## src/rtl/cpu_run_monitor.sv

```systemverilog
// ---------------------------------------------------------------------------
// cpu_run_monitor
//
// Watches a CPU during one "run". The run lasts from start until halt or a
// cycle timeout. The block counts cycles and register write-backs and flags
// write-back values that match up to NUM_MATCH programmable targets. At the
// end of the run it gives a pass/fail verdict.
//
// Optional feature (macro CPU_RUN_MONITOR_LASTWB_EN): adds last_dest/last_data,
// which record the most recent write-back seen during RUN.
//
// Ports
//   clk, rst          clock (rising edge), asynchronous active-high reset
//   start             begin a run (ignored while already running)
//   clear             abort/clear back to IDLE; beats start and halt
//   halt              CPU halt indication (sampled in RUN only)
//   reg_write         write-back strobe; wb_dest/wb_data qualify it
//   match_en          per-channel enable
//   match_val         per-channel target, channel i at [i*DATA_W +: DATA_W]
//   state             00 IDLE, 01 RUN, 10 HALTED, 11 TIMEOUT
//   busy              state == RUN
//   done              one-cycle pulse on the first cycle in HALTED/TIMEOUT
//   pass              verdict, 1 only in HALTED with every enabled channel hit
//   cycles, wb_count  saturating RUN cycle / write-back counters
//   matched           sticky per-channel hit flags
//   match_dest        wb_dest of each channel's first hit, REG_AW per channel
//   last_dest/data    (optional) most recent RUN write-back
// ---------------------------------------------------------------------------
module cpu_run_monitor #(
  parameter int DATA_W     = 24,
  parameter int REG_AW     = 6,
  parameter int NUM_MATCH  = 4,
  parameter int CYC_W      = 20,
  parameter int MAX_CYCLES = 353259
) (
  input  logic                        clk,
  input  logic                        rst,
  input  logic                        start,
  input  logic                        clear,
  input  logic                        halt,
  input  logic                        reg_write,
  input  logic [REG_AW-1:0]           wb_dest,
  input  logic [DATA_W-1:0]           wb_data,
  input  logic [NUM_MATCH-1:0]        match_en,
  input  logic [NUM_MATCH*DATA_W-1:0] match_val,
  output logic [1:0]                  state,
  output logic                        busy,
  output logic                        done,
  output logic                        pass,
  output logic [CYC_W-1:0]            cycles,
  output logic [CYC_W-1:0]            wb_count,
  output logic [NUM_MATCH-1:0]        matched,
  output logic [NUM_MATCH*REG_AW-1:0] match_dest
`ifdef CPU_RUN_MONITOR_LASTWB_EN
  ,
  output logic [REG_AW-1:0]           last_dest,
  output logic [DATA_W-1:0]           last_data
`endif
);

  typedef enum logic [1:0] {
    S_IDLE    = 2'b00,
    S_RUN     = 2'b01,
    S_HALTED  = 2'b10,
    S_TIMEOUT = 2'b11
  } state_e;

  localparam logic [CYC_W-1:0] CNT_MAX  = '1;
  // Last RUN cycle before timeout; passing it leaves cycles == MAX_CYCLES.
  localparam logic [CYC_W-1:0] LAST_CYC = CYC_W'(MAX_CYCLES - 1);

  state_e                        state_q, state_d;
  logic                          done_q, done_d;
  logic                          pass_q, pass_d;
  logic [CYC_W-1:0]              cycles_q, cycles_d;
  logic [CYC_W-1:0]              wb_count_q, wb_count_d;
  logic [NUM_MATCH-1:0]          matched_q, matched_d;
  logic [NUM_MATCH*REG_AW-1:0]   match_dest_q, match_dest_d;
`ifdef CPU_RUN_MONITOR_LASTWB_EN
  logic [REG_AW-1:0]             last_dest_q, last_dest_d;
  logic [DATA_W-1:0]             last_data_q, last_data_d;
`endif

  // Either clear or a start outside RUN wipes all run results.
  logic wipe;
  assign wipe = clear || (start && (state_q != S_RUN));

  always_comb begin
    // NOTE: every signal driven here gets a default first, so no path can leave it unassigned and infer a latch.
    state_d      = state_q;
    done_d       = 1'b0;
    pass_d       = pass_q;
    cycles_d     = cycles_q;
    wb_count_d   = wb_count_q;
    matched_d    = matched_q;
    match_dest_d = match_dest_q;
`ifdef CPU_RUN_MONITOR_LASTWB_EN
    last_dest_d  = last_dest_q;
    last_data_d  = last_data_q;
`endif

    if (wipe) begin
      state_d      = clear ? S_IDLE : S_RUN;
      pass_d       = 1'b0;
      cycles_d     = '0;
      wb_count_d   = '0;
      matched_d    = '0;
      match_dest_d = '0;
`ifdef CPU_RUN_MONITOR_LASTWB_EN
      last_dest_d  = '0;
      last_data_d  = '0;
`endif
    end else if (state_q == S_RUN) begin
      if (cycles_q != CNT_MAX) cycles_d = cycles_q + CYC_W'(1);

      if (reg_write) begin
        if (wb_count_q != CNT_MAX) wb_count_d = wb_count_q + CYC_W'(1);
        for (int i = 0; i < NUM_MATCH; i++) begin
          // First hit only: the flag being clear is what freezes match_dest.
          if (match_en[i] && !matched_q[i] &&
              (wb_data == match_val[i*DATA_W +: DATA_W])) begin
            matched_d[i]                     = 1'b1;
            match_dest_d[i*REG_AW +: REG_AW] = wb_dest;
          end
        end
`ifdef CPU_RUN_MONITOR_LASTWB_EN
        last_dest_d = wb_dest;
        last_data_d = wb_data;
`endif
      end

      // halt wins over a coincident timeout.
      if (halt) begin
        state_d = S_HALTED;
        done_d  = 1'b1;
        // Use matched_d so a hit on the halting write-back still counts.
        pass_d  = &(matched_d | ~match_en);
      end else if (cycles_q == LAST_CYC) begin
        state_d = S_TIMEOUT;
        done_d  = 1'b1;
        pass_d  = 1'b0;
      end
    end
  end

  // NOTE: reset is asynchronous, so it sits in the sensitivity list and clears state without waiting for a clock edge.
  always_ff @(posedge clk or posedge rst) begin
    if (rst) begin
      state_q      <= S_IDLE;
      done_q       <= 1'b0;
      pass_q       <= 1'b0;
      cycles_q     <= '0;
      wb_count_q   <= '0;
      matched_q    <= '0;
      match_dest_q <= '0;
`ifdef CPU_RUN_MONITOR_LASTWB_EN
      last_dest_q  <= '0;
      last_data_q  <= '0;
`endif
    end else begin
      // NOTE: non-blocking assignments give every flop its pre-edge value, so the order of these lines does not matter.
      state_q      <= state_d;
      done_q       <= done_d;
      pass_q       <= pass_d;
      cycles_q     <= cycles_d;
      wb_count_q   <= wb_count_d;
      matched_q    <= matched_d;
      match_dest_q <= match_dest_d;
`ifdef CPU_RUN_MONITOR_LASTWB_EN
      last_dest_q  <= last_dest_d;
      last_data_q  <= last_data_d;
`endif
    end
  end

  assign state      = state_q;
  assign busy       = (state_q == S_RUN);
  assign done       = done_q;
  assign pass       = pass_q;
  assign cycles     = cycles_q;
  assign wb_count   = wb_count_q;
  assign matched    = matched_q;
  assign match_dest = match_dest_q;
`ifdef CPU_RUN_MONITOR_LASTWB_EN
  assign last_dest  = last_dest_q;
  assign last_data  = last_data_q;
`endif

endmodule

```

## config.mk

```make
export PLATFORM = sky130hd
export DESIGN_NAME = cpu_run_monitor
export DESIGN_NICKNAME = d
export VERILOG_FILES = /design/src/rtl/cpu_run_monitor.sv
export SDC_FILE = /design/constraint.sdc
export NUM_CORES = 1
export LEC_CHECK = 0
export CORE_UTILIZATION = 39
export DETAILED_ROUTE_END_ITERATION = 10
export PLACE_DENSITY = 0.78
export SLEW_MARGIN = 20
export SYNTH_ARGS = -nofsm -noshare
export SYNTH_HDL_FRONTEND = slang
export SYNTH_SLANG_ARGS = --single-unit
```

## constraint.sdc

```tcl
create_clock -name clk -period 1.95 [get_ports clk]
set_input_delay 0.195 -clock clk [delete_from_list [all_inputs] [get_ports clk]]
set_output_delay 0.195 -clock clk [all_outputs]
set_load 0.01 [all_outputs]
```

# Word level (Yosys, flattened, before mapping)
# Cells that the tools add are included.
dict set report classes {
  addsub 2
  n_mul 0
  div_mod_pow 0
  magnitude_cmp 0
  n_eq_ne 9
  n_shift 0
  n_mux 36
  n_bitwise 2
  n_reduce_logical 31
}
# op count
set op_table {}
lappend op_table {{20-bit 2-to-1 mux} 7}
lappend op_table {{24-bit == test} 4}
lappend op_table {{24-bit 2-to-1 mux} 3}
lappend op_table {{20-bit by 1-bit adder with 20-bit output, second input constant} 2}
lappend op_table {{20-bit inequality test, second input constant} 2}
lappend op_table {{6-bit 2-to-1 mux} 4}
lappend op_table {{20-bit by 19-bit == test with 1-bit output, second input constant} 1}
lappend op_table {{4-bit 2-to-1 mux} 5}
lappend op_table {{2-bit nonzero test} 8}
lappend op_table {{3-bit AND reduction} 5}
lappend op_table {{1-bit 2-to-1 mux} 13}
lappend op_table {{1-bit logical AND} 9}
lappend op_table {{2-bit 2-to-1 mux} 4}
lappend op_table {{1-bit logical NOT} 4}
lappend op_table {{4-bit NOT} 1}
lappend op_table {{4-bit bitwise OR} 1}
lappend op_table {{2-bit AND reduction} 2}
lappend op_table {{4-bit AND reduction} 1}
lappend op_table {{3-bit nonzero test} 1}
lappend op_table {{2-bit by 1-bit == test with 1-bit output, second input constant} 1}
lappend op_table {{2-bit by 1-bit inequality test with 1-bit output, second input constant} 1}
lappend op_table {{1-bit logical OR} 1}
dict set report totals {
  reg_bits 72
  latchBits 0
  ramBits 0
  rom_bits 0
  inputBits 136
  out_inout_bits 73
  word_cells 90
  memories 0
}

# Logic depth before layout (Yosys ltp)
dict set report depth {
  ltp_word 12
  depth_mapped 8
  ltp_nobuf 7
}

# Least setup slack after synthesis
# No wires, ideal clock.
dict set report synth_path {
  path_kind {register to register}
  start {register wb_count_q[0] (netlist: wb_count[0])}
  end {register wb_count_q[13] (netlist: wb_count[13])}
  setup_ns 0.078
  arrival_ns 2.039
  required_time_ns 1.872
  slack_ns -0.167
  path_stages_with_launch 7
  path_buffers 0
  cell_sequence {dfrtp_1 -> ha_1 -> and3_1 -> a41o_4 -> or4_4 -> or3_1 -> a21oi_1}
}
dict set report synth_between {
  elab_chain_len 5
}
# item line
set synth_rtl {}
lappend synth_rtl {{start, declared} 76} ;# logic [CYC_W-1:0] wb_count_q, wb_count_d;
lappend synth_rtl {{start signal, assigned} 166} ;# wb_count_q <= wb_count_d;
lappend synth_rtl {{20-bit by 1-bit adder with 20-bit output} 117} ;# if (wb_count_q != CNT_MAX) wb_count_d = wb_count_q + CYC_W'(1);
lappend synth_rtl {{20-bit 2-to-1 mux} 117}
lappend synth_rtl {{20-bit 2-to-1 mux} 116} ;# if (reg_write) begin
lappend synth_rtl {{20-bit 2-to-1 mux} 113} ;# end else if (state_q == S_RUN) begin
lappend synth_rtl {{20-bit 2-to-1 mux} 102} ;# if (wipe) begin
# Several ways; a longest one is shown, not always the timed one. The select of a mux whose other input is x is not followed.
# A chain may end at the register's enable or synchronous reset.

# Worst setup path in the final report
dict set report layout_path {
  start {register wb_count_q[17] (netlist: wb_count[17])}
  end {register wb_count_q[11] (netlist: wb_count[11])}
}
dict set report layout_between {
  elab_chain_len 3
}
# item line
set layout_rtl {}
lappend layout_rtl {{20-bit inequality test} 117}
lappend layout_rtl {{2-bit nonzero test (no source line)} n/a}
lappend layout_rtl {{3-bit AND reduction (no source line)} n/a}
# Every way passes these cells.

==> out/metrics.yaml <==
timing:
  finalHoldViolations: 0
  fin_ws_ns: -0.108
  grt_setup_unrepaired: "true"
  slew_headroom_pct: 51.4
  clock_skew_ns: 0.00725
  period_minus_slack_ns: 2.06
  slew_viol_final: 0
  worst_slew_pin_slew_ns: 0.728
  setup_viol: 14
  clock.fmax_mhz: 486
  fin_crit_sh_pct: 106
setup_path:
  startpoint: "wb_count[17]"
  critPathKind: "flop to flop"
  cp_max_fo: 3
  r2r_start: "wb_count[17]"
  end_kind: "flop"
  cp-start-kind: "flop"
  arrival_ns: 2.32
  crit_required_ns: 2.21
synth:
  ys.warnings.count: 0
  async_flop_share_pct: 100
  syn_inst: 518
  ys_types: 54
  syn_area_um2: 4830
  syn_area_per_cell_um2: 9.32
  synthFlopType: "dfrtp_1"
  ys_seq_elements: 72
  synth.net_count: 657
  yosysSeqAreaShare_pct: 37.3
  synth-edff-count: 0
placed_design:
  io_buffers: 208
  dp_slack_ns: -0.628
  placedCellCount: 993
  dpl.hpwl_mm: 15.8
  dpl_cell_area_um2: 7960
  place_congestion: 1.09
clocking:
  clk_latency_ns: 0.34
  htree_levels: 3
  cts_tree: "yes"
  clockBufferDepth: 2
  cts.sinks: 72
  postCtsHoldBufs: 0
  cts_root_buf: "clkbuf_16"
  numCtsBuffers: 9
  cts.clk_slew.worst_paths_ns: 0.06
routing:
  drc: 0
  drtAntennaViolNets: 0
  first_iter_violations: 526
  routed_wirelength_mm: 20.4
  drt-wirelength-per-cell_um: 19.9
  firstDrtPassIters: 5
  vias: 5423
  avgViaCountPerCell: 5.30
power_and_ir_drop:
  p_sw_share_pct: 25.7
  internal-power_w: 0.00324
  p_comb_share_pct: 22.9
  clkPwrFrac_pct: 42.4
  cellLeakagePower_nw: 3.70
  p_switching_w: 0.00112
  power_density_nw_per_um2: 500
  vdd_ir_drop_max_uv: 576
  p_seq_share_pct: 34.8
final_layout:
  finalNonFillerCells: 1023
  design_area_um2: 8730
  final_cell_mix: "clkdlybuf4s50_1 (172), buf_4 (109), xor2_1 (98), dfrtp_1 (71), nor2_1 (70)"
  layout.nets: 987
  drive_gt1_share_pct: 23.8
  final_core_util_pct: 72.4
  area_growth_pct: 80.9
  final_common_cell: "clkdlybuf4s50_1"
outcome:
  violations: "setup timing"
  status: "complete, but fails checks"
floorplanning:
  io_pins: 209
  start_util_pct: 40.0
  core_region_area_um2: 12100
  chipWidth_um: 113
  rows: 40
  die_h_um: 113
  die_area_um2: 12800
min_path:
  hold_class: "primary input to asynchronous set/reset pin"
global_routing:
  antenna_found_initial: 2
  globalRouteOverflowTotal: 0
  grt_pass1_vias: 5485
  grt_pass1_wl_mm: 30.1
  grt_start_max_net_pins: 73
  grt_usage_pct: 31.1
flow_run:
  cap_violations: 0
==> through the flow <==
step                      hold WS [ns]  TNS (ns)  power [W]
final                            0.308    -0.479    0.00436
after global routing             0.352     -1.68    0.00450
after CTS                        0.337    -0.148    0.00435
after detailed placement         0.510    -15.92    0.00248
after global placement           0.500    -14.38    0.00248
after floorplan                  0.285    -0.221    0.00186
==> metal layers <==
metal	routed length [um]	share of wire (%)	up-vias	track usage, %
li1	-	-	2495	-
met4	836	4.1	0	14.5
met1	8000	39	2608	36.5
met3	1440	7.1	51	6.37
met5	0	0	-	0
met2	10100	50	269	54.6
==> final timing paths <==
path,slack [ns],depth (start not counted),end
worst max-delay path,-0.11,6,wb_count[11]
worst min register to register,0.52,2,match_dest[8]
max in group asynchronous,1.32,3,wb_count[0]
worst min-delay path,0.31,3,cycles[7]
min in group clk,0.52,2,match_dest[8]
worst max register to register,-0.11,6,wb_count[11]
==> registers in the layout, indices dropped and copies added (netlist names) <==
| name | cells |
|---|---|
| matched | 4 |
| wb_count | 20 |
| state | 2 |
| done | 1 |
| cycles | 20 |
| pass | 1 |
| match_dest | 24 |
==> synthesized netlist by cell type (4+ instances only) <==
master     n  area, um^2
xnor2_1   25         219
clkbuf_1   8        30.0
or3_1      6        37.5
o21ai_0    4        20.0
o21ai_1    4        20.0
nand2_1   27         101
nor4_1    35         219
nor3_1    20         100
a21oi_1   10        50.1
nor4b_1    4        35.0
nor2_1    71         267
nand4_1   15        93.8
dfrtp_1   72        1800
inv_1     12        45.0
mux2i_1   25         250
nand3_1   23         115
and3_1     5        31.3
xor2_1    99         867
==> final cells by class <==
type | count | area (um^2)
diodes | 2 | 5.00
clock buffers | 12 | 267
clock inverters | 4 | 75.1
fillers | 907 | 3330
inverters | 12 | 48.8
multi-input cells | 423 | 3210
flip-flops and latches | 72 | 1800
well taps | 168 | 210
repair buffers | 330 | 3120
==> critical path, cell delays in order (launching register included) <==
cell     delay [ns]
dfrtp_1        0.39
and4_1         0.22
and2_4         0.16
a41o_4         0.24
or4_4          0.50
or3_4          0.34
a21oi_2        0.12
==> power by group through the flow <==
stage                     clock network (W)  registers (W)  logic [W]
after floorplan                           0        0.00155   0.000312
after global routing                0.00193        0.00152    0.00105
after CTS                           0.00187        0.00152   0.000966
after global placement                    0        0.00154   0.000936
after detailed placement                  0        0.00154   0.000938
final                               0.00185        0.00152   0.000997
==> timing repair <==
item,4_1_cts,5_1_grt
cloned,1,0
resized for setup,33,69
pin swaps,17,37
setup buffers,8,4
setup endpoints to repair,36,39
==> kinds of logic (layout without fill, tap and decap cells) <==
kind of cell / after synthesis / in the layout / share of synthesized area, %
simple gates: 233 / 233 / 25.9
compound gates: 37 / 37 / 6.04
mux: 26 / 26 / 5.42
fa+ha+maj: 3 / 3 / 0.778
flops: 72 / 72 / 37.3
buf+inv: 23 / 358 / 2.00
xor+xnor: 124 / 124 / 22.5
other cells: 0 / 2 / 0
No activity file was read; power rests on OpenSTA's default activity.
